[src/rtl/uart_tx_framer.sv]
// UART transmit framer: start bit, 8 data bits LSB first, even parity, stop bit(s).
// Define UART_TX_TWO_STOP_EN to extend the stop phase to two bit times.
module uart_tx_framer #(
  parameter int CLKS_PER_BIT = 16,
  parameter int DATA_BITS    = 8
) (
  input  logic       clk,
  input  logic       rst,
  input  logic [7:0] tx_data,
  input  logic       tx_valid,
  output logic       tx_ready,
  output logic       txd,
  output logic       tx_busy,
  output logic       tx_done
);

  localparam int CNT_W = (CLKS_PER_BIT > 1) ? $clog2(CLKS_PER_BIT) : 1;
  localparam logic [CNT_W-1:0] CNT_MAX = CNT_W'(CLKS_PER_BIT - 1);

  if (DATA_BITS != 8) begin : g_bad_data_bits
    $error("uart_tx_framer: DATA_BITS must be 8");
  end
  if (CLKS_PER_BIT < 2 || CLKS_PER_BIT > 65535) begin : g_bad_clks
    $error("uart_tx_framer: CLKS_PER_BIT must be in 2..65535");
  end

  typedef enum logic [2:0] {
    IDLE   = 3'd0,
    START  = 3'd1,
    DATA   = 3'd2,
    PARITY = 3'd3,
    STOP   = 3'd4
  } state_t;

  state_t           state_q, state_d;
  logic [CNT_W-1:0] cnt_q, cnt_d;
  logic [2:0]       bit_idx_q, bit_idx_d;
  logic [7:0]       shift_q, shift_d;
  logic             par_q, par_d;
  logic             txd_q, txd_d;
  logic             done_q, done_d;
  logic             bit_end;

  assign bit_end = (cnt_q == CNT_MAX);

  // txd_d is the line level for the *next* cycle, so txd_q only moves on bit boundaries.
  always_comb begin
    state_d   = state_q;
    cnt_d     = cnt_q;
    bit_idx_d = bit_idx_q;
    shift_d   = shift_q;
    par_d     = par_q;
    txd_d     = txd_q;
    done_d    = 1'b0;

    if (state_q != IDLE) cnt_d = bit_end ? '0 : cnt_q + CNT_W'(1);

    case (state_q)
      IDLE: begin
        txd_d = 1'b1;
        if (tx_valid) begin
          state_d   = START;
          cnt_d     = '0;
          bit_idx_d = 3'd0;
          shift_d   = tx_data;
          par_d     = ^tx_data;
          txd_d     = 1'b0;
        end
      end
      START: begin
        if (bit_end) begin
          state_d   = DATA;
          bit_idx_d = 3'd0;
          txd_d     = shift_q[0];
        end
      end
      DATA: begin
        if (bit_end) begin
          shift_d = shift_q >> 1;
          if (bit_idx_q == 3'(DATA_BITS - 1)) begin
            state_d   = PARITY;
            bit_idx_d = 3'd0;
            txd_d     = par_q;
          end else begin
            bit_idx_d = bit_idx_q + 3'd1;
            txd_d     = shift_q[1];
          end
        end
      end
      PARITY: begin
        if (bit_end) begin
          state_d = STOP;
          txd_d   = 1'b1;
        end
      end
      STOP: begin
        txd_d = 1'b1;
        if (bit_end) begin
`ifdef UART_TX_TWO_STOP_EN
          // bit_idx is free during STOP; reuse it to count the two stop bits.
          if (bit_idx_q == 3'd0) begin
            bit_idx_d = 3'd1;
          end else begin
            state_d   = IDLE;
            bit_idx_d = 3'd0;
            done_d    = 1'b1;
          end
`else
          state_d = IDLE;
          done_d  = 1'b1;
`endif
        end
      end
      default: begin
        state_d = IDLE;
        txd_d   = 1'b1;
      end
    endcase
  end

  always_ff @(posedge clk or posedge rst) begin
    if (rst) begin
      state_q   <= IDLE;
      cnt_q     <= '0;
      bit_idx_q <= 3'd0;
      shift_q   <= 8'd0;
      par_q     <= 1'b0;
      txd_q     <= 1'b1;
      done_q    <= 1'b0;
    end else begin
      state_q   <= state_d;
      cnt_q     <= cnt_d;
      bit_idx_q <= bit_idx_d;
      shift_q   <= shift_d;
      par_q     <= par_d;
      txd_q     <= txd_d;
      done_q    <= done_d;
    end
  end

  assign tx_ready = (state_q == IDLE);
  assign tx_busy  = ~tx_ready;
  assign txd      = txd_q;
  assign tx_done  = done_q;

endmodule

[config.mk]
export PLATFORM = sky130hd
export DESIGN_NAME = uart_tx_framer
export DESIGN_NICKNAME = d
export VERILOG_FILES = /design/src/rtl/uart_tx_framer.sv
export SDC_FILE = /design/constraint.sdc
export NUM_CORES = 1
export LEC_CHECK = 0
export CAP_MARGIN = 30
export CORE_MARGIN = 3
export CORE_UTILIZATION = 55
export CTS_CLUSTER_DIAMETER = 150
export DETAILED_ROUTE_END_ITERATION = 12
export GPL_TIMING_DRIVEN = 0
export PLACE_DENSITY = 0.78
export SLEW_MARGIN = 20
export SYNTH_ARGS = -nofsm -noshare
export SYNTH_HDL_FRONTEND = slang
export SYNTH_SLANG_ARGS = --single-unit
[constraint.sdc]
create_clock -name clk -period 4.7 [get_ports clk]
set_clock_uncertainty 0.1 [all_clocks]
set_input_delay 0.705 -clock clk [delete_from_list [all_inputs] [get_ports clk]]
set_output_delay 0.705 -clock clk [all_outputs]
set_load 0.05 [all_outputs]
# [Yosys cells after proc, flatten, opt, wreduce, memory -nomap -nowiden]
# Cells that the tools add are included.
[word_totals] ff_bits=21 latchBits=0 mem_bits_rw=0 mem_bits_ro=0 input_bits=11 output_inout_bits=4 word_cells=58 mem_count=0
[op_classes] addsub=2 n_mul=0 div=0 order_cmp=0 eq_ne=12 shift=0 mux=26 bitwise_logic=1 n_reduce_logical=10
[op_table] operator="$mux 3" count=9
[op_table] operator="$mux 4" count=4
[op_table] operator="$mux 8" count=2
[op_table] operator="$pmux 8 s2" count=1
[op_table] operator="$pmux 3 s5" count=1
[op_table] operator="$ne 2x2->1 const B" count=6
[op_table] operator="$pmux 3 s3" count=1
[op_table] operator="$reduce_xor 8->1" count=1
[op_table] operator="$mux 1" count=7
[op_table] operator="$eq 3x2->1 const B" count=2
[op_table] operator="$eq 3x3->1 const B" count=2
[op_table] operator="$reduce_and 3->1" count=2
[op_table] operator="$reduce_and 6->1" count=1
[op_table] operator="$reduce_bool 3->1" count=2
[op_table] operator="$add 4x1->4 const B" count=1
[op_table] operator="$eq 4x4->1 const B" count=1
[op_table] operator="$pmux 1 s4" count=1
[op_table] operator="$reduce_and 4->1" count=1
[op_table] operator="$add 3x1->3 const B" count=1
[op_table] operator="$eq 3x1->1 const B" count=1
[op_table] operator="$logic_not 3->1" count=1
[op_table] operator="$reduce_and 2->1" count=1
[op_table] operator="$reduce_bool 2->1" count=1
[op_table] operator="$not 1->1" count=1

# [Logic depth before layout (Yosys ltp)]
[depth] ltp_word=5 mapped_depth=7 mapped_depth_nobuf=5

# [Worst setup path before layout]
# OpenSTA, ideal clock, no wires.
[synth_timing] path_type="register -> output" start="register state_q[0]" end="output port tx_ready" arrival_ps=1350 required_time_ps=3895 path_slack_ps=2545 stages_incl_launch_ff=5 cell_sequence="dfrtp_1 buf_6 or3_1 buf_2 inv_2"
[synth_via] elab_chain_cells=1
[synth_lines] element="from (decl)" line="35" source="state_t state_q, state_d;"
[synth_lines] element="from (signal assigned)" line="131" source="state_q <= state_d;"
[synth_lines] element="$logic_not 3->1" line="141" source="assign tx_ready = (state_q == IDLE);"
[synth_lines] element="to (decl)" line="11" source="output logic tx_ready,"
# No other way between the ends.

# [Worst setup path after layout]
[layout_timing] start="register state_q[1]" end="output port tx_ready"
# The elaborated chain is that of the path after synthesis.

==> flow_metrics.py <==
metrics = {
    "sta": {
        "timing.fmax_mhz": 321,
        "setup_violations": 0,
        "worst_slack_ps": 1590,
        "rsz0062_at_grt": "no",
        "setup_tns_ps": 0,
        "max-slew-margin-rel_pct": 46.4,
        "finalCritPeriodShare_pct": 66.2,
        "hold_violations": 0,
        "worst_pin_slew_ps": 803,
        "slew_viol_final": 0,
        "post-route-min-period_ps": 3110,
    },
    "placed_design": {
        "dp.cells": 155,
        "port_buffers": 13,
        "hpwl_um": 1650,
        "dp_worst_setup_slack_ps": 1940,
        "gp_congestion": 0.722,
        "place_area_sq_um": 1360,
    },
    "worst_setup_path": {
        "worstPathMaxFanout": 10,
        "reg2reg_slack_ps": 2680,
        "cp.required_ps": 3890,
        "timing.rr.end": "bit_idx_q[0]",
        "crit_path_start_kind": "flop",
        "cp-end-kind": "output pin",
        "crit_type": "flop to output pin",
        "r2r_cells": 6,
        "arrival_ps": 2310,
        "r2r_start": "cnt_q[0]",
    },
    "global_routing": {
        "grt_max_degree": 22,
        "grtUsageTotal_pct": 20.0,
        "antenna_found_initial": 0,
        "first_global_vias": 888,
        "grt_overflow": 0,
        "grt_pass1_wl_um": 4000,
    },
    "synthesis": {
        "syn-cell-area_sq_um": 1190,
        "synth_cells": 115,
        "ys_ff_latch": 21,
        "synth-edff-count": 0,
        "syn_avg_cell_area_sq_um": 10.4,
        "synth_nets": 129,
        "seq_area_frac_synth_pct": 44.1,
        "yosysWarnings": 0,
        "synth_ff_type": "dfrtp_1",
        "synth-async-reset-ratio_pct": 100,
        "synth_cell_types": 38,
    },
    "finish": {
        "stdcell_area_sq_um": 1380,
        "synthToLayoutAreaGrowth_pct": 15.9,
        "fin_nets": 147,
        "drive_above_1_share_pct": 17.4,
        "final_cells": 159,
        "diodes": 0,
    },
    "route": {
        "drtIter0Drc": 4,
        "drtAntennaViolNets": 0,
        "drc": 0,
        "dr.pass1.iters": 4,
        "routedWlPerCell_um": 13.7,
        "vias": 874,
        "routed_via_density": 5.50,
        "wirelength_um": 2180,
    },
    "floorplan": {
        "initial_utilization_pct": 59.6,
        "die_y_um": 52.6,
        "ios": 15,
        "rows": 16,
        "die-area_sq_um": 2770,
        "die_w_um": 52.6,
        "core_sq_um": 2000,
    },
    "hold_path": {
        "hold_class": "flop to flop",
        "holdPathEnd": "bit_idx_q[1]",
        "hold_depth": 1,
        "min_from": "bit_idx_q[1]",
    },
    "cts": {
        "post_cts_buffers": 0,
        "cts_tree": "done",
        "clock_latency_ps": 310,
        "cts_hold_buf": 0,
        "clkSlewWorstSetupHoldPaths_ps": 110,
        "clockBufferDepth": 2,
        "cts_buffers": 3,
        "root_buffer": "clkbuf_4",
        "clkSinkCount": 21,
        "ctsResizeCount": 0,
        "h-tree-depth": 1,
    },
    "flow_run": {
        "max_cap_viol_count": 0,
    },
    "power": {
        "power.leakage_uw": 0.000638,
        "finalPower_uw": 308,
        "irDropWorstVdd_mv": 0.161,
        "powerDensity_nw_per_um2": 223,
    },
    "status": {
        "status": "finished, final reports clean",
    },
}
routing by layer:
metal  GRT usage (%)  vias up  share of wire (%)
li1                -      437                  -
met1            22.8      419                 42
met2            35.3       13                 52
met3            3.42        5                3.1
met4            10.2        0                2.4
met5               0        -                  0
final cells by class:
class | instances | area [sq um]
fill | 158 | 618
multi-input combinational | 81 | 584
sequential | 21 | 527
timing repair buffer | 13 | 130
buffer | 8 | 63.8
tap | 27 | 33.8
clock buffer | 4 | 26.3
inverter | 5 | 18.8
flip-flops by register name (all words and copies together), names as in the netlist:
signal	flops
bit_idx_q	3
txd	1
shift_q	8
state_q	3
tx_done	1
par_q	1
cnt_q	4
cells in the mapped netlist, types with 2 or more instances:
library cell	count	share of area (%)
dfrtp_1	20	42
nor2_1	12	3.8
a21oi_1	8	3.4
mux2i_1	8	6.7
nand2_1	7	2.2
xnor2_1	7	5.1
o21ai_0	5	2.1
inv_1	4	1.3
buf_6	3	2.8
ha_1	3	3.1
mux2_2	3	2.8
nand3_1	3	1.3
nor3_1	3	1.3
a21oi_2	2	1.5
buf_2	2	0.84
buf_4	2	1.3
o31ai_1	2	1.3
worst max-delay path: stages, from the launching register on:
cell             delay, ps
dfrtp_1                380
buf_4                  170
or3_1                  340
buf_2                  160
inv_2                  130
clkdlybuf4s50_1        820
cell usage in the layout, fill, tap and decap left out, drive strengths merged, types with 2 or more instances in the layout:
cell | netlist | final
dfrtp | 20 | 20
clkdlybuf4s50 | 0 | 13
nor2 | 13 | 13
a21oi | 10 | 10
mux2i | 8 | 8
nand2 | 7 | 7
xnor2 | 7 | 7
buf | 7 | 7
o21ai | 5 | 5
inv | 5 | 5
clkbuf | 1 | 5
nand3 | 4 | 4
nor3 | 3 | 3
mux2 | 3 | 3
ha | 3 | 3
o31ai | 2 | 2
and3 | 2 | 2
a2111oi | 2 | 2
where the power goes:
part	total, uW	switching, uW	internal, uW	leakage [uW]
Combinational	33.4	15.8	17.7	0.000357
Sequential	186	1.83	184	0.000266
Clock	88.7	55.5	33.2	0.0000150
Total	308	73.1	235	0.000638
kinds of logic (layout without fill, tap and decap cells):
| logic type | Yosys count | count (layout) | share of synthesized area, % |
|---|---|---|---|
| XOR/XNOR | 8 | 8 | 5.87 |
| AO/OA/AOI/OAI | 24 | 24 | 14.4 |
| AND/OR/NAND/NOR | 35 | 35 | 16.0 |
| adder cells (fa/ha/maj) | 3 | 3 | 3.14 |
| buffers and inverters | 13 | 30 | 6.92 |
| flip-flops | 21 | 21 | 44.1 |
| multiplexers | 11 | 11 | 9.54 |
metrics by stage:
stage               hold slack [ps]  util, %
floorplan                       385        -
global placement                399     67.8
detailed placement              418     67.8
CTS                             444     69.1
global route                    468     69.1
finish                          438     69.1
how the worst max path moves through the flow:
stage	from	endpoint	slack, ps	cells past startpoint
global placement	state_q[1]	tx_ready	1950	5
CTS	state_q[1]	tx_ready	1580	5
finish	state_q[1]	tx_ready	1590	5
floorplan	state_q[0]	tx_ready	2550	4
global route	state_q[1]	tx_ready	1480	5
detailed placement	state_q[1]	tx_ready	1940	5
(Power assumes the default switching activity.)
